==> src/rtl/shift_pkg.sv <==
// Shared definitions for the shift command queue: command record layout,
// direction/mode encodings and default sizing.
package shift_pkg;

  localparam int DATA_W        = 8;
  localparam int AMT_W         = 3;
  localparam int DEFAULT_DEPTH = 4;
  localparam int DEFAULT_TAG_W = 4;

  localparam logic DIR_RIGHT    = 1'b0;
  localparam logic DIR_LEFT     = 1'b1;
  localparam logic MODE_LOGICAL = 1'b0;
  localparam logic MODE_ARITH   = 1'b1;

  // Tag is kept in a parallel array so its width can follow TAG_W.
  typedef struct packed {
    logic [DATA_W-1:0] data;
    logic [AMT_W-1:0]  amount;
    logic              dir;
    logic              arith;
  } shift_cmd_t;

endpackage

==> src/rtl/barrel_shifter_8bit.sv <==
// Combinational 8-bit shifter: left zero-fill, right logical or arithmetic.
module barrel_shifter_8bit
  import shift_pkg::*;
(
  input  logic [7:0] data,
  input  logic [2:0] amount,
  input  logic       dir,
  input  logic       arith,
  output logic [7:0] result
);

  always_comb begin
    result = data;
    if (dir == DIR_LEFT) begin
      result = data << amount;
    end else if (arith == MODE_ARITH) begin
      result = 8'($signed(data) >>> amount);
    end else begin
      result = data >> amount;
    end
  end

endmodule

==> src/rtl/shift_cmd_queue.sv <==
// Command FIFO feeding a barrel shifter into a registered, tagged result stage.
module shift_cmd_queue
  import shift_pkg::*;
#(
  parameter int DEPTH = DEFAULT_DEPTH,
  parameter int TAG_W = DEFAULT_TAG_W
) (
  input  logic                     clk,
  input  logic                     rst_n,
  input  logic                     in_valid,
  output logic                     in_ready,
  input  logic [7:0]               in_data,
  input  logic [2:0]               in_amount,
  input  logic                     in_dir,
  input  logic                     in_arith,
  output logic                     out_valid,
  input  logic                     out_ready,
  output logic [7:0]               out_data,
  output logic [TAG_W-1:0]         out_tag,
  output logic [$clog2(DEPTH):0]   count
);

  localparam int PTR_W = $clog2(DEPTH);
  localparam int CNT_W = PTR_W + 1;

  // Handshake: a transfer happens on a rising edge where valid && ready are
  // both 1; valid never depends on ready, and in_ready depends only on count.
  shift_cmd_t       cmd_mem [DEPTH];
  logic [TAG_W-1:0] tag_mem [DEPTH];

  logic [PTR_W-1:0] wr_ptr;
  logic [PTR_W-1:0] rd_ptr;
  logic [TAG_W-1:0] tag_cnt;
  logic             push;
  logic             pop;
  shift_cmd_t       head;
  shift_cmd_t       in_cmd;
  logic [7:0]       shifted;

  assign in_ready = (count < CNT_W'(DEPTH));
  assign push     = in_valid && in_ready;
  assign pop      = (count != '0) && (!out_valid || out_ready);
  assign head     = cmd_mem[rd_ptr];

  always_comb begin
    in_cmd        = '0;
    in_cmd.data   = in_data;
    in_cmd.amount = in_amount;
    in_cmd.dir    = in_dir;
    in_cmd.arith  = in_arith;
  end

  barrel_shifter_8bit u_shifter (
    .data   (head.data),
    .amount (head.amount),
    .dir    (head.dir),
    .arith  (head.arith),
    .result (shifted)
  );

  // Storage is not reset; pointers and count alone define what is valid.
  always_ff @(posedge clk) begin
    if (push) begin
      cmd_mem[wr_ptr] <= in_cmd;
      tag_mem[wr_ptr] <= tag_cnt;
    end
  end

  always_ff @(posedge clk or negedge rst_n) begin
    if (!rst_n) begin
      wr_ptr  <= '0;
      rd_ptr  <= '0;
      count   <= '0;
      tag_cnt <= '0;
    end else begin
      if (push) begin
        wr_ptr  <= wr_ptr + PTR_W'(1);
        tag_cnt <= tag_cnt + TAG_W'(1);
      end
      if (pop) begin
        rd_ptr <= rd_ptr + PTR_W'(1);
      end
      case ({push, pop})
        2'b10:   count <= count + CNT_W'(1);
        2'b01:   count <= count - CNT_W'(1);
        default: count <= count;
      endcase
    end
  end

  always_ff @(posedge clk or negedge rst_n) begin
    if (!rst_n) begin
      out_valid <= 1'b0;
      out_data  <= '0;
      out_tag   <= '0;
    end else if (pop) begin
      out_valid <= 1'b1;
      out_data  <= shifted;
      out_tag   <= tag_mem[rd_ptr];
    end else if (out_valid && out_ready) begin
      out_valid <= 1'b0;
    end
  end

endmodule

==> config.mk <==
export PLATFORM = sky130hd
export DESIGN_NAME = shift_cmd_queue
export DESIGN_NICKNAME = d
export VERILOG_FILES = /design/src/rtl/shift_pkg.sv /design/src/rtl/barrel_shifter_8bit.sv /design/src/rtl/shift_cmd_queue.sv
export SDC_FILE = /design/constraint.sdc
export NUM_CORES = 1
export LEC_CHECK = 0
export ABC_AREA = 0
export CORE_ASPECT_RATIO = 1.2
export CORE_MARGIN = 1
export CORE_UTILIZATION = 57
export CTS_CLUSTER_SIZE = 16
export DETAILED_ROUTE_END_ITERATION = 16
export HOLD_SLACK_MARGIN = 0.02
export PLACE_DENSITY = 0.8
export SLEW_MARGIN = 20
export SYNTH_ARGS = -nofsm -noshare
export SYNTH_HDL_FRONTEND = slang
export SYNTH_SLANG_ARGS = --single-unit
==> constraint.sdc <==
create_clock -name clk -period 2.4 [get_ports clk]
set_input_delay 0.48 -clock clk [delete_from_list [all_inputs] [get_ports clk]]
set_output_delay 0.48 -clock clk [all_outputs]
set_load 0.02 [all_outputs]
==> results.sh <==
export IMPL_status="finished clean"
export IMPL_path_class="reg2reg"
export IMPL_hpwlAfterDp_um=5199
export IMPL_hold_violations=0
export IMPL_p_per_area_mw_per_mm2=1331
export IMPL_min_period_over_period_pct=95.70
export IMPL_grt_total_usage_pct=22.34
export IMPL_drc_errors=0
export IMPL_syn_num_nets=281
export IMPL_finClkSkew_ns=0.007821
export IMPL_cts_tree="yes"
export IMPL_wl_per_cell_um=18.66
export IMPL_ys_warn_count=0
export IMPL_grt_pass1_wl_um=11960
export IMPL_initial_utilization_pct=59.04
export IMPL_gp_congestion=0.8976
export IMPL_grt_max_degree=25
export IMPL_fill_cells=491
export IMPL_grt_ovfl_total=0
export IMPL_fin_util_pct=69.79
export IMPL_final_nets=331
export IMPL_antenna_found_initial=0
export IMPL_coreArea_mm2=0.006854
export IMPL_syn_inst=257
export IMPL_dpl_worst_slack_ns=0.09031
export IMPL_gr_usage_met2_pct=37.97
export IMPL_first_pass_iters=5
export IMPL_end_kind="flop"
export IMPL_clock_path_buffers=2
export IMPL_cp_arrival_ns=2.54
export IMPL_ys_async_sr_fraction_pct=26.09
export IMPL_netlist_area_mm2=0.004046
export IMPL_r2r_slack_ns=0.10
export IMPL_max_freq_mhz=435.4
export IMPL_vias_per_cell=5.905
export IMPL_setup_violations_final=0
export IMPL_htreeDepth=3
export IMPL_vias=2356
export IMPL_ant_nets=0
export IMPL_drt_wl_total_um=7446
export IMPL_synth_edf_count=68
export IMPL_fp_row_count=33
export IMPL_num_antenna_cells=0
export IMPL_r2r_start="rd_ptr[0]"
export IMPL_clk_pin_slew_worst_paths_ns=0.09
export IMPL_crit_slowest_cell="mux4_2"
export IMPL_die_h_um=94.30
export IMPL_numPortBuffers=33
export IMPL_cp_max_fo=19
export IMPL_final_min_clock_period_ns=2.297
export IMPL_synthFlopType="edfxtp_1"
export IMPL_fp_dieW_um=78.92
export IMPL_slew_violations=0
export IMPL_design_die_area_mm2=0.007441
export IMPL_met3_usage_pct=5.146
export IMPL_ios=34
export IMPL_critical_path_max_stage_delay_ns=0.59
export IMPL_synth_area_per_cell_um2=15.74
export IMPL_hold_path_class="in2async"
export IMPL_drt_iter0_drc=87
export IMPL_clock_latency_ns=0.35
export IMPL_drive_gt1_share_pct=16.67
export IMPL_grt_pass1_vias=2454
export IMPL_crit_path_cell_trace="buf_12 > mux4_2 > buf_4 > mux2i_1 > a221o_1 > o311a_1 > a311oi_1"
export IMPL_cts_buffers=9
export IMPL_cts_root_buf="clkbuf_8"
export IMPL_worst_setup_path_start_kind="flop"
export IMPL_ir_worst_vdd_mv=0.7253
export IMPL_area_delta_synth_final_pct=18.21
export IMPL_reg2reg_to="out_data[0]"
export IMPL_worstMarginPinSlew_ns=0.3628
export IMPL_use_met1_pct=27.13
export IMPL_maxSlewHeadroom_pct=75.81
export IMPL_ys_types=48
export IMPL_ys_seq_elements=92
export IMPL_grt_busiest_layer="met2"
export IMPL_fin_ws_ns=0.1032
export IMPL_leakagePower_uw=0.001771
export IMPL_postCtsHoldBufs=0
export IMPL_clock_sinks=92
export IMPL_r2r_cells=7
export IMPL_drv_cap=0
export IMPL_required_ns=2.64
export IMPL_synth_seq_area_share_pct=65.31
final cells by class:
class	instances	area (um^2)	area share [%]
Clock inverter	7	66.31	1.386
Multi-Input combinational cell	144	1296	27.10
Sequential cell	92	2643	55.24
Inverter	10	37.54	0.7847
Timing Repair Buffer	50	508.0	10.62
Clock buffer	9	123.9	2.590
Tap cell	87	108.9	2.276
flip-flops by register name, summed over array words and instances, names as in the netlist:
register and count:
tag_cnt 4, out_data 8, count 3, out_tag 4, wr_ptr 2, out_valid 1
cmd_mem 52, rd_ptr 2, tag_mem 16
timing repair:
| item | in CTS | in global routing |
|---|---|---|
| gates resized for setup | 0 | 0 |
| buffers inserted | 0 | 1 |
| setup endpoints to repair | 0 | 4 |
cells in the mapped netlist (2+ instances only):
cell type / number / share of area (%)
a21oi_1: 3 / 0.37
a22oi_1: 3 / 0.56
a32oi_1: 2 / 0.43
and2_1: 5 / 0.77
buf_2: 2 / 0.25
buf_6: 3 / 0.83
clkbuf_1: 4 / 0.37
dfrtp_1: 24 / 15
edfxtp_1: 68 / 50
ha_1: 6 / 1.9
inv_1: 9 / 0.83
mux2_2: 6 / 1.7
mux2i_1: 13 / 3.2
mux4_1: 6 / 3.9
mux4_2: 11 / 6.1
nand2_1: 28 / 2.6
nand2b_1: 6 / 0.93
nand3_1: 5 / 0.62
nor2_1: 7 / 0.65
nor2b_1: 3 / 0.46
nor3_1: 4 / 0.49
o21ai_0: 6 / 0.74
xnor2_1: 7 / 1.5
xor2_1: 2 / 0.43
cells in the final DEF (no fill, tap or decap), drive strengths merged, types with 7 or more instances in the layout:
cell            n
dfrtp          24
nor2            7
clkdlybuf4s50  33
xnor2           7
nand2          28
mux4           17
edfxtp         68
mux2i          13
inv            10
clkbuf          9
buf            17
per-stage QoR:
stage                TNS [ns]  power, uW  hold WS, ns  area [um^2]  std cells
floorplan                   0       4409       0.1844         4046        257
global placement            0       5302       0.4637         4586        382
detailed placement          0       5397       0.4838         4586        382
CTS                         0       6393       0.4886         4776        398
global route        -0.002406       6743       0.4980         4783        399
finish                      0       6368       0.4913         4783        399
where the power goes:
part           switching [uW]  leakage [uW]  internal, uW  total, uW
sequential                224      0.000904          2140       2360
combinational            1590      0.000766          1420       3010
clock                     520      0.000101           478        999
kinds of logic after synthesis:
kind of cell	after synthesis	share of synthesized area, %
compound gates	30	5.690
flops	92	65.31
xor+xnor	9	1.948
mux	36	14.90
simple gates	62	7.143
buf+inv	21	2.659
fa+ha+maj	7	2.350
worst max path at each step:
stage | slack, ns | endpoint | from | depth (start not counted)
2_1_floorplan | 0.21 | count[2] | count[0] | 10
3_3_place_gp | 0.14 | count[2] | out_ready | 10
3_5_place_dp | 0.09 | count[2] | out_ready | 10
4_1_cts | 0.08 | out_data[0] | rd_ptr[0] | 6
5_1_grt | -0.002 | out_data[2] | rd_ptr[0] | 8
6_report | 0.10 | out_data[0] | rd_ptr[0] | 7
layer usage:
| metal | up-vias | wire length [um] |
|---|---|---|
| met5 | - | 0 |
| met2 | 71 | 3893 |
| met3 | 19 | 297 |
| met1 | 1185 | 3054 |
| li1 | 1081 | - |
| met4 | 0 | 201 |
critical path: cells and delay by family, from the launching register on:
family | cells | cell delay (ns)
flip-flops | 1 | 0.38
multiplexers | 2 | 0.73
AO/OA/AOI/OAI | 3 | 0.71
buffers and inverters | 2 | 0.37
Note: power is estimated with default switching activity, not from simulation.
